## config.mk

```make
export PLATFORM = sky130hd
export DESIGN_NAME = mult_div_unit
export DESIGN_NICKNAME = d
export VERILOG_FILES = /design/src/rtl/mdu_pkg.sv /design/src/rtl/mdu_cond_neg.sv /design/src/rtl/mult_div_unit.sv
export SDC_FILE = /design/constraint.sdc
export NUM_CORES = 1
export LEC_CHECK = 0
export BUFFER_PORTS_ARGS = -buffer_cell sky130_fd_sc_hd__buf_2
export CAP_MARGIN = 20
export CORE_UTILIZATION = 25
export DETAILED_ROUTE_END_ITERATION = 10
export GPL_TIMING_DRIVEN = 0
export PLACE_DENSITY = 0.48
export REMOVE_ABC_BUFFERS = 1
export SETUP_SLACK_MARGIN = 0.02
export SLEW_MARGIN = 20
export SYNTH_ARGS = -nofsm -noshare
export SYNTH_HDL_FRONTEND = slang
export SYNTH_SLANG_ARGS = --single-unit
export TNS_END_PERCENT = 50
```

## constraint.sdc

```tcl
create_clock -name clk -period 7.3 [get_ports clk]
set_input_delay 1.095 -clock clk [delete_from_list [all_inputs] [get_ports clk]]
set_output_delay 1.095 -clock clk [all_outputs]
set_load 0.02 [all_outputs]
```

## src/rtl/mdu_pkg.sv

```systemverilog
`default_nettype none
// ============================================================================
// Module  : mdu_pkg
// Desc    : Shared types and constants for the HI/LO multiply/divide unit.
// Rev     : 1.0  initial release
// ============================================================================
package mdu_pkg;

   localparam int C_DEFAULT_WIDTH = 32;

   typedef enum logic [1:0] {
      OP_MULT  = 2'b00,
      OP_MULTU = 2'b01,
      OP_DIV   = 2'b10,
      OP_DIVU  = 2'b11
   } mdu_op_t;

   typedef enum logic [1:0] {
      IDLE = 2'd0,
      CALC = 2'd1,
      FIX  = 2'd2
   } mdu_state_t;

   function automatic logic op_is_div(input mdu_op_t op);
      return op[1];
   endfunction

   function automatic logic op_is_signed(input mdu_op_t op);
      return ~op[0];
   endfunction

endpackage
`default_nettype wire

```

## src/rtl/mdu_cond_neg.sv

```systemverilog
`default_nettype none
// ============================================================================
// Module  : mdu_cond_neg
// Desc    : Conditional two's-complement negation (magnitude / sign restore).
// Rev     : 1.0  initial release
// ============================================================================
module mdu_cond_neg #(
   parameter int WIDTH = 32
) (
   input  logic             neg,
   input  logic [WIDTH-1:0] din,
   output logic [WIDTH-1:0] dout
);

   localparam logic [WIDTH-1:0] C_ONE = WIDTH'(1);

   assign dout = neg ? (~din + C_ONE) : din;

endmodule
`default_nettype wire

```

## src/rtl/mult_div_unit.sv

```systemverilog
`default_nettype none
// ============================================================================
// Module  : mult_div_unit
// Desc    : Iterative HI/LO multiply/divide unit, one radix-2 step per cycle.
//           Option MDU_DIVZERO_TRAP_EN: divide-by-zero pulses div_zero and
//           leaves HI/LO untouched.
// Rev     : 1.0  initial release
// ============================================================================
module mult_div_unit
   import mdu_pkg::*;
#(
   parameter int WIDTH = C_DEFAULT_WIDTH,
   parameter int CNT_W = $clog2(WIDTH) + 1
) (
   input  logic             clk,
   input  logic             rst_n,
   input  logic             start,
   input  logic             abort,
   input  logic [1:0]       op,
   input  logic [WIDTH-1:0] a,
   input  logic [WIDTH-1:0] b,
   input  logic             hi_we,
   input  logic             lo_we,
   input  logic [WIDTH-1:0] wdata,
   output logic             busy,
   output logic             done,
   output logic             div_zero,
   output logic [WIDTH-1:0] hi,
   output logic [WIDTH-1:0] lo
);

   mdu_state_t       r_state;
   mdu_state_t       w_state_nxt;
   logic [CNT_W-1:0] r_cnt;
   logic             r_is_div;
   logic             r_neg_lo;
   logic             r_neg_hi;
   logic             r_done;
   logic [WIDTH-1:0] r_acc;
   logic [WIDTH-1:0] r_q;
   logic [WIDTH-1:0] r_m;
   logic [WIDTH-1:0] r_hi;
   logic [WIDTH-1:0] r_lo;

   logic             w_accept;
   logic             w_fix_wr;
   logic             w_res_wr;
   mdu_op_t          w_op;
   logic             w_is_div;
   logic             w_sa;
   logic             w_sb;
   logic             w_b_zero;
   logic [WIDTH-1:0] w_mag_a;
   logic [WIDTH-1:0] w_mag_b;

   assign w_op     = mdu_op_t'(op);
   assign w_is_div = op_is_div(w_op);
   assign w_sa     = op_is_signed(w_op) & a[WIDTH-1];
   assign w_sb     = op_is_signed(w_op) & b[WIDTH-1];
   assign w_b_zero = (b == '0);

   mdu_cond_neg #(.WIDTH(WIDTH)) u_neg_a (.neg(w_sa), .din(a), .dout(w_mag_a));
   mdu_cond_neg #(.WIDTH(WIDTH)) u_neg_b (.neg(w_sb), .din(b), .dout(w_mag_b));

   // Multiply: acc grows by the multiplicand, {acc,q} shifts right each step.
   logic [WIDTH-1:0] w_addend;
   logic [WIDTH:0]   w_sum;
   assign w_addend = r_q[0] ? r_m : '0;
   assign w_sum    = {1'b0, r_acc} + {1'b0, w_addend};

   // Divide: restoring step on the remainder shifted left by one dividend bit.
   logic [WIDTH:0]   w_shift;
   logic [WIDTH-1:0] w_diff;
   logic             w_ge;
   assign w_shift = {r_acc, r_q[WIDTH-1]};
   assign w_ge    = (w_shift >= {1'b0, r_m});
   assign w_diff  = w_shift[WIDTH-1:0] - r_m;

   logic [2*WIDTH-1:0] w_prod_fix;
   logic [WIDTH-1:0]   w_quo_fix;
   logic [WIDTH-1:0]   w_rem_fix;
   logic [WIDTH-1:0]   w_res_hi;
   logic [WIDTH-1:0]   w_res_lo;

   mdu_cond_neg #(.WIDTH(2*WIDTH)) u_neg_prod (
      .neg (r_neg_lo),
      .din ({r_acc, r_q}),
      .dout(w_prod_fix)
   );
   mdu_cond_neg #(.WIDTH(WIDTH)) u_neg_quo (.neg(r_neg_lo), .din(r_q),   .dout(w_quo_fix));
   mdu_cond_neg #(.WIDTH(WIDTH)) u_neg_rem (.neg(r_neg_hi), .din(r_acc), .dout(w_rem_fix));

   assign {w_res_hi, w_res_lo} = r_is_div ? {w_rem_fix, w_quo_fix} : w_prod_fix;

   always_ff @(posedge clk or negedge rst_n) begin
      if (!rst_n) begin
         r_state <= IDLE;
      end else begin
         r_state <= w_state_nxt;
      end
   end

   always_comb begin
      w_state_nxt = r_state;
      w_accept    = 1'b0;
      w_fix_wr    = 1'b0;
      busy        = 1'b1;
      unique case (r_state)
         IDLE: begin
            busy = 1'b0;
            if (start && !abort) begin
               w_state_nxt = CALC;
               w_accept    = 1'b1;
            end
         end
         CALC: begin
            if (abort) begin
               w_state_nxt = IDLE;
            end else if (r_cnt == '0) begin
               w_state_nxt = FIX;
            end
         end
         FIX: begin
            w_state_nxt = IDLE;
            w_fix_wr    = !abort;
         end
         default: w_state_nxt = IDLE;
      endcase
   end

   always_ff @(posedge clk or negedge rst_n) begin
      if (!rst_n) begin
         r_cnt    <= '0;
         r_is_div <= 1'b0;
         r_neg_lo <= 1'b0;
         r_neg_hi <= 1'b0;
         r_acc    <= '0;
         r_q      <= '0;
         r_m      <= '0;
      end else if (w_accept) begin
         r_cnt    <= CNT_W'(WIDTH - 1);
         r_is_div <= w_is_div;
         r_acc    <= '0;
         if (w_is_div && w_b_zero) begin
            // Raw dividend with zero divisor leaves hi=a, lo=all ones.
            r_q      <= a;
            r_m      <= '0;
            r_neg_lo <= 1'b0;
            r_neg_hi <= 1'b0;
         end else begin
            r_q      <= w_is_div ? w_mag_a : w_mag_b;
            r_m      <= w_is_div ? w_mag_b : w_mag_a;
            r_neg_lo <= w_sa ^ w_sb;
            r_neg_hi <= w_sa;
         end
      end else if (r_state == CALC) begin
         if (r_cnt != '0) begin
            r_cnt <= r_cnt - CNT_W'(1);
         end
         if (r_is_div) begin
            r_acc <= w_ge ? w_diff : w_shift[WIDTH-1:0];
            r_q   <= {r_q[WIDTH-2:0], w_ge};
         end else begin
            r_acc <= w_sum[WIDTH:1];
            r_q   <= {w_sum[0], r_q[WIDTH-1:1]};
         end
      end
   end

`ifdef MDU_DIVZERO_TRAP_EN
   logic r_dz;
   logic r_div_zero;

   always_ff @(posedge clk or negedge rst_n) begin
      if (!rst_n) begin
         r_dz       <= 1'b0;
         r_div_zero <= 1'b0;
      end else begin
         if (w_accept) begin
            r_dz <= w_is_div & w_b_zero;
         end
         r_div_zero <= w_fix_wr & r_dz;
      end
   end

   assign w_res_wr = w_fix_wr & ~r_dz;
   assign div_zero = r_div_zero;
`else
   assign w_res_wr = w_fix_wr;
   assign div_zero = 1'b0;
`endif

   always_ff @(posedge clk or negedge rst_n) begin
      if (!rst_n) begin
         r_hi   <= '0;
         r_lo   <= '0;
         r_done <= 1'b0;
      end else begin
         r_done <= w_fix_wr;
         if (w_res_wr) begin
            r_hi <= w_res_hi;
            r_lo <= w_res_lo;
         end else if (r_state == IDLE) begin
            if (hi_we) r_hi <= wdata;
            if (lo_we) r_lo <= wdata;
         end
      end
   end

   assign done = r_done;
   assign hi   = r_hi;
   assign lo   = r_lo;

endmodule
`default_nettype wire

```

==> results by group <==
Floorplanning
  • Die width: 251.5 µm
  • Number of core rows: 91
  • Starting density of the core: 0.2525
  • Height of the chip: 251.5 µm
  • Die outline area: 63230 µm²
  • Total I/O pin count: 171
  • Area of the core: 61600 µm²

CTS
  • Max Root-Sink Buffers: 2
  • Count of instances resized after the clock tree is built: 0
  • Clock latency of the later-clocked register in the worst-skew pair: 470 ps
  • Root buffer cell: clkbuf_16
  • Total of hold buffers inserted after clock tree synthesis: 0
  • Htree depth: 4
  • CTS buffer count: 17
  • Clk sinks: 172
  • CTS tree: done
  • Clock transition at the registers of the reported paths: 70 ps
  • Setup Fix Bufs, Post-CTS: 0

Timing
  • Hold violation total from the final report: 0
  • Final Max Slew Viols: 0
  • Count of endpoints failing setup in the final report: 0
  • Slew headroom: 0.3523
  • Max Clock Skew: 10.41 ps
  • Total negative slack for setup checks: 0 ps
  • Worst-Margin Slew: 970.5 ps
  • Post-layout minimum cycle time: 4441 ps
  • Timing-limited maximum frequency: 225.2 MHz
  • Crit share post-route: 0.6084
  • RSZ-0062 raised after global routing: false

Flow run
  • Reported max-cap violation count: 0

GRT
  • Vias in the first global route: 14.52k
  • GRT Resource Usage Total: 0.1822
  • Grt total ovfl: 0
  • Pin count of the biggest net entering global routing: 92
  • Wire length of the first global-routing pass: 88.35 mm
  • Number of antenna violations at the first check in global routing: 3

Yosys
  • Fraction of the mapped netlist area in compound gates: 0.2564
  • Simple-gate area share of the yosys netlist: 0.1981
  • Leading post-synthesis cells by cell area: dfrtp_1 28%, a21oi_1 5.7%, mux2i_1 5.7%, ha_1 5.6%, o21ai_0 5.4%
  • Largest family of logic cells by synthesized area: compound AO/OA/AOI/OAI gates
  • Cell taking the most area after synthesis: dfrtp_1
  • Mapped Area: 15560 µm²
  • Proportion of register bits with asynchronous set or reset after synthesis: 1.000
  • Adder-cell share of the synthesized area: 0.05888
  • Post-synthesis instance total: 1981
  • Most instantiated flip-flop cell in the synthesis netlist: dfrtp_1
  • Area share of xor/xnor cells in the synthesized design: 0.1002
  • Cell variety after synth: 82
  • Area share of the leading cell type in the synthesized netlist: 0.2767
  • Avg Inst Size Synth: 7.853 µm²
  • Sequential-to-total area share from yosys stat: 0.2767
  • Synth warnings: 0
  • Number of synthesized register bits: 172
  • Proportion of synthesized area in mux cells: 0.06169
  • Number of flops mapped to enable cells by yosys: 0

Worst setup path
  • Setup crit end kind: flip-flop
  • Worst Path Arrival: 4780 ps
  • FF-to-FF path depth: 12
  • Critical path launch point type: flip-flop
  • Category of the most critical setup path: reg -> reg
  • Register-to-Register Setup Slack: 2860 ps
  • Highest fanout seen on the critical path: 31
  • Reg2reg end: r_acc[31]
  • Startpoint of the lowest-slack register-to-register path: r_q[0]
  • Critical Path RT: 7640 ps

Finish
  • Post-route insts no fill: 2919
  • Proportion of layout cells with a drive suffix above 1: 0.1346
  • Area growth from synthesis to layout: 15.69%
  • Number of nets in the layout: 2244

Drt
  • Final Routed Wirelength: 57.42 mm
  • Number of vias per cell: 5.105
  • Drt wl/cell: 19.67 µm
  • Total number of vias: 14.90k
  • Number of design rule violations left after detail routing: 0
  • DRC marker count from the first detailed-route iteration: 1136
  • Number of routed nets with antenna violations: 0
  • Detailed Routing Iterations Pass 1: 5

Min path
  • Cell depth of the worst hold path: 2
  • Endpoint of the worst hold-timing path: r_m[12]
  • Path category of the worst min-delay check: reg -> reg
  • Hold Crit Start: r_m[12]

Place
  • I/O Buffers: 169
  • Post-DP HPWL: 45.78 mm
  • Placed Cells: 2886
  • GPL Wtd Cong: 0.8989

Outcome
  • Result of the run: completed

Power
  • Peak supply drop: 0.0001966 V
  • Leak Pwr: 0.007727 µW
  • Power per unit of standard cell area: 311.8 nW/µm²
kinds of logic after synthesis:
family | count (synthesis)
DFF | 172
AOI/OAI and AO/OA | 630
xor gates and xnor gates | 178
other | 1
and+or+nand+nor | 639
adders and majority gates | 72
buffers and inverters | 194
muxes | 95
critical path, stage by stage, from the launching register on:
cell,delay [ps]
dfrtp_1,500
inv_1,750
nor2_1,130
ha_1,370
nor2b_1,160
o2111ai_1,230
a21oi_1,160
o31ai_1,480
a21oi_1,250
o221ai_1,510
a21oi_1,150
a2111oi_0,490
o31ai_1,120
state kept, by name (all words and copies together) (netlist names):
register / cells
r_is_div: 1
r_acc: 32
r_m: 32
r_q: 32
r_state: 2
hi: 32
lo: 32
done: 1
r_neg_lo: 1
r_cnt: 6
r_neg_hi: 1
power breakdown:
| group | leakage [µW] | internal, µW | switching, µW |
|---|---|---|---|
| Clock | 0.000309 | 552 | 460 |
| Combinational | 0.00532 | 1180 | 1820 |
| Sequential | 0.00209 | 1150 | 441 |
worst max path at each step:
stage / start / to / cells after the start
floorplan: abort / hi[0] / 2
global placement: abort / hi[1] / 4
detailed placement: r_q[0] / r_acc[31] / 12
CTS: r_q[0] / r_acc[31] / 12
global route: r_q[0] / r_acc[31] / 12
finish: r_q[0] / r_acc[31] / 12
final cells by class:
cell class | count | area, µm²
inverters | 65 | 244.0
clock buffers | 17 | 425.4
diodes | 1 | 2.502
fillers | 6683 | 43600
multi-input cells | 1615 | 10560
repair buffers | 197 | 1210
flip-flops and latches | 172 | 4309
well taps | 837 | 1047
clock inverters | 15 | 198.9
placed cells by master (no fill, tap or decap), drive strengths merged, types with 10 or more instances in the layout:
cell,instances
ha,70
xor2,84
nor2b,38
a211oi,49
nand2b,19
dfrtp,172
o211ai,34
nor2,173
nand4,17
xnor2,94
o21bai,10
buf,197
nand3,43
o21ai,175
nor4,20
a21o,39
and3,12
or2,10
a31oi,14
mux2i,88
nand2,192
clkbuf,17
a21oi,176
or3,36
nor3,40
inv,74
o21a,13
o31ai,27
o221ai,20
routing by layer:
metal,GRT usage,part of all wire,vias to the layer above
li1,-,-,7324
met1,0.2592,0.50,7145
met2,0.2822,0.44,367
met3,0.02105,0.039,64
met4,0.06568,0.026,2
met5,0,0.00023,-
synth_stat cells, types with 14 or more instances:
master,number
dfrtp_1,172
clkbuf_1,103
nand3_1,43
nor2_1,172
xor2_1,84
buf_1,18
or3_1,35
o211ai_1,34
nand4_1,17
o31ai_1,24
nand2b_1,19
nand2_1,191
o221ai_1,20
ha_1,70
mux2i_1,88
a31oi_1,14
xnor2_1,94
nor2b_1,38
a211oi_1,48
a21o_1,39
a21oi_1,176
o21ai_0,169
nor4_1,18
inv_1,65
nor3_1,39
per-stage QoR:
| stage | cell area [µm²] | hold slack, ps | total power [µW] | setup slack (ps) | util |
|---|---|---|---|---|---|
| floorplan | 15060 | 449.8 | 3573 | -966.7 | - |
| global placement | 16950 | 467.1 | 4553 | -6105 | 0.2752 |
| detailed placement | 17370 | 469.4 | 4582 | 2894 | 0.2819 |
| CTS | 17990 | 486.2 | 5617 | 2870 | 0.2921 |
| global route | 18000 | 509.2 | 6034 | 2547 | 0.2922 |
| finish | 18000 | 482.3 | 5612 | 2859 | 0.2922 |
(Power assumes the default switching activity.)
